$ cat src/rtl/bmp280_spi_slave_emu.sv
// BMP280 register-map emulator behind an SPI mode-0 responder, fed by fabric ADC samples.
// Defining BMP280_EMU_STATS_EN adds the txn_count/err_count transaction statistics outputs.
module bmp280_spi_slave_emu #(
  parameter int unsigned CLK_HZ        = 25000000,
  parameter logic [7:0]  CHIP_ID       = 8'h58,
  parameter int unsigned MEAS_CYCLES   = CLK_HZ / 200,
  parameter int unsigned NORMAL_PERIOD = CLK_HZ / 10
) (
  input  logic        clk,
  input  logic        rst,
  input  logic        spi_csn,
  input  logic        spi_sck,
  input  logic        spi_mosi,
  output logic        spi_miso,
  output logic        spi_miso_oe,
  input  logic [19:0] adc_t,
  input  logic [19:0] adc_p,
  output logic        meas_done,
  output logic        soft_reset,
  output logic [7:0]  ctrl_meas,
  output logic [7:0]  config_reg
`ifdef BMP280_EMU_STATS_EN
  ,
  output logic [15:0] txn_count,
  output logic [7:0]  err_count
`endif
);

  localparam int unsigned MEAS_W   = $clog2(MEAS_CYCLES + 1);
  localparam int unsigned PER_W    = $clog2(NORMAL_PERIOD + 1);
  localparam int unsigned ADC_W    = 20;
  localparam logic [ADC_W-1:0] DATA_RST = 20'h80000;

  typedef enum logic [1:0] {
    S_IDLE,
    S_ADDR,
    S_RDATA,
    S_WDATA
  } state_t;

  state_t state_q, state_d;

  logic [1:0] csn_sync_q, sck_sync_q, mosi_sync_q;
  logic       csn_d_q, sck_d_q;
  logic       csn_s, sck_s, mosi_s;
  logic       csn_fall_c, csn_rise_c, sck_rise_c, sck_fall_c;

  logic [2:0] bit_cnt_q;
  logic [6:0] rx_sr_q;
  logic [7:0] rx_byte_c;
  logic [7:0] addr_q;
  logic [7:0] tx_sr_q;
  logic [7:0] rd_addr_c;
  logic [7:0] rd_data_c;
  logic       byte_end_c;
  logic       wr_stb_c;

  logic [ADC_W-1:0] press_q, temp_q;
  logic [ADC_W-1:0] shadow_p_q, shadow_t_q;
  logic             measuring_q;
  logic [MEAS_W-1:0] meas_cnt_q;
  logic [PER_W-1:0]  per_cnt_q;

  logic wr_f4_c, wr_f5_c, srst_c;
  logic complete_c, tick_c, can_start_c;

  // Input synchronisers and edge detection on the synchronised copies
  always_ff @(posedge clk) begin
    if (rst) begin
      csn_sync_q  <= 2'b11;
      sck_sync_q  <= 2'b00;
      mosi_sync_q <= 2'b00;
      csn_d_q     <= 1'b1;
      sck_d_q     <= 1'b0;
    end else begin
      csn_sync_q  <= {csn_sync_q[0], spi_csn};
      sck_sync_q  <= {sck_sync_q[0], spi_sck};
      mosi_sync_q <= {mosi_sync_q[0], spi_mosi};
      csn_d_q     <= csn_sync_q[1];
      sck_d_q     <= sck_sync_q[1];
    end
  end

  assign csn_s      = csn_sync_q[1];
  assign sck_s      = sck_sync_q[1];
  assign mosi_s     = mosi_sync_q[1];
  assign csn_fall_c = csn_d_q & ~csn_s;
  assign csn_rise_c = ~csn_d_q & csn_s;
  assign sck_rise_c = ~sck_d_q & sck_s;
  assign sck_fall_c = sck_d_q & ~sck_s;

  assign rx_byte_c = {rx_sr_q, mosi_s};

  // State register
  always_ff @(posedge clk) begin
    if (rst) state_q <= S_IDLE;
    else     state_q <= state_d;
  end

  // Next state and per-byte strobes; CSN rising always wins
  always_comb begin
    state_d    = state_q;
    byte_end_c = 1'b0;
    wr_stb_c   = 1'b0;
    if (state_q != S_IDLE && sck_rise_c && bit_cnt_q == 3'd7 && !csn_rise_c) byte_end_c = 1'b1;
    case (state_q)
      S_IDLE:  if (csn_fall_c) state_d = S_ADDR;
      S_ADDR:  if (byte_end_c) state_d = rx_byte_c[7] ? S_RDATA : S_WDATA;
      S_RDATA: state_d = S_RDATA;
      S_WDATA: begin
        if (byte_end_c) begin
          state_d  = S_ADDR;
          wr_stb_c = 1'b1;
        end
      end
      default: state_d = S_IDLE;
    endcase
    if (state_q != S_IDLE && csn_rise_c) state_d = S_IDLE;
  end

  // During the command byte the read index comes straight from the incoming byte
  assign rd_addr_c = (state_q == S_ADDR) ? {1'b1, rx_byte_c[6:0]} : addr_q;

  // Register read mux; 0xF7-0xFC come from the per-transaction shadow
  always_comb begin
    rd_data_c = 8'h00;
    case (rd_addr_c)
      8'h88: rd_data_c = 8'h70;
      8'h89: rd_data_c = 8'h6B;
      8'h8A: rd_data_c = 8'h53;
      8'h8B: rd_data_c = 8'h67;
      8'h8C: rd_data_c = 8'h18;
      8'h8D: rd_data_c = 8'hFC;
      8'h8E: rd_data_c = 8'h7D;
      8'h8F: rd_data_c = 8'h8E;
      8'h90: rd_data_c = 8'h43;
      8'h91: rd_data_c = 8'hD6;
      8'h92: rd_data_c = 8'hD0;
      8'h93: rd_data_c = 8'h0B;
      8'h94: rd_data_c = 8'h27;
      8'h95: rd_data_c = 8'h0B;
      8'h96: rd_data_c = 8'h8C;
      8'h97: rd_data_c = 8'h00;
      8'h98: rd_data_c = 8'hF9;
      8'h99: rd_data_c = 8'hFF;
      8'h9A: rd_data_c = 8'h8C;
      8'h9B: rd_data_c = 8'h3C;
      8'h9C: rd_data_c = 8'hF8;
      8'h9D: rd_data_c = 8'hC6;
      8'h9E: rd_data_c = 8'h70;
      8'h9F: rd_data_c = 8'h17;
      8'hD0: rd_data_c = CHIP_ID;
      8'hF3: rd_data_c = {4'h0, measuring_q, 3'b000};
      8'hF4: rd_data_c = ctrl_meas;
      8'hF5: rd_data_c = config_reg;
      8'hF7: rd_data_c = shadow_p_q[19:12];
      8'hF8: rd_data_c = shadow_p_q[11:4];
      8'hF9: rd_data_c = {shadow_p_q[3:0], 4'h0};
      8'hFA: rd_data_c = shadow_t_q[19:12];
      8'hFB: rd_data_c = shadow_t_q[11:4];
      8'hFC: rd_data_c = {shadow_t_q[3:0], 4'h0};
      default: rd_data_c = 8'h00;
    endcase
  end

  // SPI shift path: RX on synced SCK rise, TX on synced SCK fall
  always_ff @(posedge clk) begin
    if (rst) begin
      bit_cnt_q   <= 3'd0;
      rx_sr_q     <= 7'd0;
      addr_q      <= 8'h00;
      tx_sr_q     <= 8'h00;
      spi_miso    <= 1'b0;
      spi_miso_oe <= 1'b0;
      shadow_p_q  <= DATA_RST;
      shadow_t_q  <= DATA_RST;
    end else if (state_q == S_IDLE) begin
      if (csn_fall_c) begin
        bit_cnt_q   <= 3'd0;
        spi_miso    <= 1'b0;
        spi_miso_oe <= 1'b1;
        shadow_p_q  <= press_q;
        shadow_t_q  <= temp_q;
      end
    end else if (csn_rise_c) begin
      bit_cnt_q   <= 3'd0;
      spi_miso    <= 1'b0;
      spi_miso_oe <= 1'b0;
    end else if (sck_rise_c) begin
      rx_sr_q   <= rx_byte_c[6:0];
      bit_cnt_q <= bit_cnt_q + 3'd1;
      if (byte_end_c) begin
        if (state_q == S_ADDR && !rx_byte_c[7]) begin
          addr_q <= rd_addr_c;
        end else if (state_q != S_WDATA) begin
          tx_sr_q <= rd_data_c;
          addr_q  <= {1'b1, 7'(rd_addr_c[6:0] + 7'd1)};
        end
      end
    end else if (sck_fall_c && state_q == S_RDATA) begin
      spi_miso <= tx_sr_q[7];
      tx_sr_q  <= {tx_sr_q[6:0], 1'b0};
    end
  end

  assign wr_f4_c     = wr_stb_c && addr_q == 8'hF4;
  assign wr_f5_c     = wr_stb_c && addr_q == 8'hF5;
  assign srst_c      = wr_stb_c && addr_q == 8'hE0 && rx_byte_c == 8'hB6;
  assign complete_c  = measuring_q && meas_cnt_q == MEAS_W'(1);
  assign tick_c      = ctrl_meas[1:0] == 2'b11 && per_cnt_q == PER_W'(1);
  assign can_start_c = !measuring_q || complete_c;

  // Measurement engine; later assignments give the 0xF4 write priority over completion
  always_ff @(posedge clk) begin
    if (rst || srst_c) begin
      ctrl_meas   <= 8'h00;
      config_reg  <= 8'h00;
      measuring_q <= 1'b0;
      meas_cnt_q  <= '0;
      per_cnt_q   <= '0;
      press_q     <= DATA_RST;
      temp_q      <= DATA_RST;
      meas_done   <= 1'b0;
    end else begin
      meas_done <= 1'b0;
      if (measuring_q) meas_cnt_q <= meas_cnt_q - MEAS_W'(1);
      if (complete_c) begin
        measuring_q <= 1'b0;
        press_q     <= adc_p;
        temp_q      <= adc_t;
        meas_done   <= 1'b1;
        if (ctrl_meas[1:0] != 2'b11) ctrl_meas <= {ctrl_meas[7:2], 2'b00};
      end
      if (ctrl_meas[1:0] == 2'b11 && per_cnt_q != '0) per_cnt_q <= per_cnt_q - PER_W'(1);
      if (tick_c) begin
        per_cnt_q <= PER_W'(NORMAL_PERIOD);
        if (can_start_c) begin
          measuring_q <= 1'b1;
          meas_cnt_q  <= MEAS_W'(MEAS_CYCLES);
        end
      end
      if (wr_f4_c) begin
        ctrl_meas <= rx_byte_c;
        case (rx_byte_c[1:0])
          2'b00: measuring_q <= 1'b0;
          2'b11: begin
            per_cnt_q <= PER_W'(NORMAL_PERIOD);
            if (can_start_c) begin
              measuring_q <= 1'b1;
              meas_cnt_q  <= MEAS_W'(MEAS_CYCLES);
            end
          end
          default: begin
            measuring_q <= 1'b1;
            meas_cnt_q  <= MEAS_W'(MEAS_CYCLES);
          end
        endcase
      end
      if (wr_f5_c) config_reg <= rx_byte_c & 8'hFD;
    end
  end

  always_ff @(posedge clk) begin
    if (rst) soft_reset <= 1'b0;
    else     soft_reset <= srst_c;
  end

`ifdef BMP280_EMU_STATS_EN
  logic had_byte_q;

  // Transaction and partial-byte error counters, evaluated on each CSN rise
  always_ff @(posedge clk) begin
    if (rst || srst_c) begin
      txn_count  <= 16'd0;
      err_count  <= 8'd0;
      had_byte_q <= 1'b0;
    end else begin
      if (state_q == S_IDLE && csn_fall_c) had_byte_q <= 1'b0;
      else if (byte_end_c)                 had_byte_q <= 1'b1;
      if (state_q != S_IDLE && csn_rise_c) begin
        if (had_byte_q) txn_count <= txn_count + 16'd1;
        if (bit_cnt_q != 3'd0 && err_count != 8'hFF) err_count <= err_count + 8'd1;
      end
    end
  end
`endif

endmodule

$ cat config.mk
export PLATFORM = sky130hd
export DESIGN_NAME = bmp280_spi_slave_emu
export DESIGN_NICKNAME = d
export VERILOG_FILES = /design/src/rtl/bmp280_spi_slave_emu.sv
export SDC_FILE = /design/constraint.sdc
export NUM_CORES = 1
export LEC_CHECK = 0
export CORE_UTILIZATION = 50
export DETAILED_ROUTE_END_ITERATION = 6
export DONT_BUFFER_PORTS = 1
export GPL_TIMING_DRIVEN = 0
export PLACE_DENSITY_LB_ADDON = 0.2
export SKIP_CTS_REPAIR_TIMING = 1
export SLEW_MARGIN = 20
export SYNTH_ARGS = -nofsm -noshare
export SYNTH_HDL_FRONTEND = slang
export SYNTH_SLANG_ARGS = --single-unit
$ cat constraint.sdc
create_clock -name clk -period 3.7 [get_ports clk]
set_input_delay 0.74 -clock clk [delete_from_list [all_inputs] [get_ports clk]]
set_output_delay 0.74 -clock clk [all_outputs]
set_load 0.03 [all_outputs]
==> results.toml <==
[status]
status = "completed"

[synth]
synth_fp_nets = 1102
syn_area_mm2 = 0.008313
synth_warnings = 0
yosys_register_bits = 175
synth-edff-count = 0
syn_inst = 1038
syn_area_per_cell_um2 = 8.009
yosys.cell_count.top_type = "nand2_1"
synth_top_cell_area_share_pct = 42.14
yosysUniqueCellTypes = 75
synth_commonest_cells = "221 x nand2_1, 175 x dfxtp_1, 134 x a21oi_1"
synth_top_area_cell = "dfxtp_1"
ys.flop_type = "dfxtp_1"
yosysSeqAreaShare_pct = 42.14
synth_async_sr_flop_share_pct = 0
synth.top_cells.by_area = "dfxtp_1 42%, nand2_1 10%, a21oi_1 8.1%"

[placement]
gp_congestion = 0.9450
dp_slack_ns = -0.008607
port_buffers = 0
placed_cell_area_mm2 = 0.008583
dp_hpwl_um = 17130

[worst_setup_path]
cp.required_ns = 3.99
critPathArrivalTime_ns = 3.84
cp-end-kind = "register"
cp-start-kind = "register"
worstSetupPathType = "reg -> reg"
path_max_fanout = 10

[layout]
diodes = 0
largest_register_ffs = 22
layout-drive-gt1-share_pct = 9.057
largest-register = "per_cnt_q"
fill_cells = 1521
syn_to_final_growth_pct = 10.85
nets = 1122
final_cell_area_mm2 = 0.009215
multi_input_area_mm2 = 0.004436
seqCellArea_mm2 = 0.003503

[timing]
period_minus_slack_ns = 3.547
maxSlewViolCount = 0
tightest_slew_ns = 1.060
setup_violations = 0
post-route-period-util_pct = 95.87
timing.hold.ws_ns = 0.4019
relSlewSlack_pct = 27.31
clock_skew_ns = 0.01122
setup_slack_ns = 0.1528
clock.fmax_ghz = 0.2819
hold_viol_final = 0

[power_and_ir_drop]
p_leak_uw = 0.003141
ir_worst_vdd_v = 0.0003338
powerDensity_mw_per_mm2 = 445.0

[run]
cap_violations = 0

[routing]
drtIter0Drc = 724
antenna_left = 0
post-route-drc-count = 0
postRouteWirelength_um = 23170
firstDrtPassIters = 6
via_per_inst = 5.847
post_drt_wl_per_cell_um = 18.00
num_vias = 7525

[grt]
grt_pass1_vias = 6733
grt_max_degree = 20
grt-ovfl-total = 0
antenna_found_initial = 0
grt_pass1_wl_um = 36180
grt_util_all_layers_pct = 28.21

[floorplan]
rows = 46
die_y_um = 130.9
initial_utilization_pct = 51.77
dieArea_mm2 = 0.01715
die_x_um = 130.9
core_mm2 = 0.01606
ioPinCount = 65

[clock_network]
htreeDepth = 4
clock_path_buffers = 2
numCtsBuffers = 17
tritoncts = "built"
clock_sinks = 175
clk_transition_reported_paths_ns = 0.07
insertion_delay_ns = 0.45
cts-root-buf = "clkbuf_16"

[hold_path]
hold_class = "in -> reg"
==> per-stage QoR <==
| step | setup TNS [ns] | total power [µW] | std cells | utilization (%) |
|---|---|---|---|---|
| floorplan | 0 | 2248 | 1038 | - |
| CTS | -0.02439 | 4109 | 1286 | 57.11 |
| detailed placement | -0.008607 | 2348 | 1254 | 53.45 |
| global placement | -0.3669 | 2349 | 1254 | 53.45 |
| finish | 0 | 4100 | 1287 | 57.39 |
| global route | -0.01853 | 4241 | 1287 | 57.39 |
==> area by class of cell <==
cell class	count	share of cell area, %
Buffer	68	3.680
Clock buffer	17	4.616
Clock inverter	15	1.765
Inverter	19	0.7739
Multi-Input combinational cell	776	48.13
Sequential cell	175	38.02
Tap cell	216	2.933
Timing Repair Buffer	1	0.08147
==> kinds of logic after synthesis <==
kind of cell	Yosys count	synth area share, %
compound gates	241	18.48
xor+xnor	40	4.214
fa+ha+maj	19	2.860
buf+inv	87	4.922
flops	175	42.14
mux	23	2.784
other cells	1	0.04511
simple gates	452	24.55
==> path summary, 6_finish.rpt <==
| check | start | slack (ns) | depth (start not counted) | end |
|---|---|---|---|---|
| max | state_q[1] | 0.15 | 13 | tx_sr_q[5] |
| min | spi_csn | 0.40 | 1 | csn_sync_q[0] |
| max reg2reg | state_q[1] | 0.15 | 13 | tx_sr_q[5] |
| min reg2reg | csn_sync_q[0] | 0.42 | 1 | csn_sync_q[1] |
==> worst max-delay path, cell delays in order (launching register included) <==
cell and delay, ns:
dfxtp_1 0.34, inv_1 0.09, ha_1 0.16, buf_6 0.14
buf_6 0.15, buf_4 0.22, mux2i_2 0.33, inv_1 0.11
ha_1 0.21, clkbuf_1 0.29, a22oi_1 0.34, o21ai_0 0.11
a2111oi_1 0.73, a311oi_2 0.19
==> report_power, final <==
group | internal, µW | leakage, µW | switching [µW]
sequential | 1900 | 0.00141 | 14.8
clock | 907 | 0.000286 | 869
combinational | 132 | 0.00144 | 280
==> metal layers <==
metal,GRT usage [%],up-vias,share of wire [%]
met5,0,-,0
met4,14.40,0,3.7
met3,7.370,70,9.4
met2,41.64,345,43
met1,37.86,3461,44
li1,-,3649,-
==> layout by cell type, fill, tap and decap left out, drive strengths merged, types with 6 or more instances in the layout <==
| master | netlist | layout |
|---|---|---|
| a211oi | 11 | 11 |
| a21oi | 134 | 134 |
| a221oi | 6 | 6 |
| a222oi | 6 | 6 |
| a22oi | 13 | 13 |
| and3 | 6 | 6 |
| buf | 32 | 33 |
| clkbuf | 36 | 53 |
| dfxtp | 175 | 175 |
| ha | 19 | 19 |
| inv | 19 | 29 |
| mux2i | 22 | 22 |
| nand2 | 222 | 222 |
| nand2b | 13 | 13 |
| nand3 | 24 | 24 |
| nand4 | 9 | 9 |
| nor2 | 97 | 97 |
| nor2b | 8 | 8 |
| nor3 | 20 | 20 |
| nor4 | 14 | 14 |
| o21ai | 20 | 20 |
| o22ai | 6 | 6 |
| or2 | 9 | 9 |
| xnor2 | 32 | 32 |
| xor2 | 8 | 8 |
Note: power is estimated with default switching activity, not from simulation.
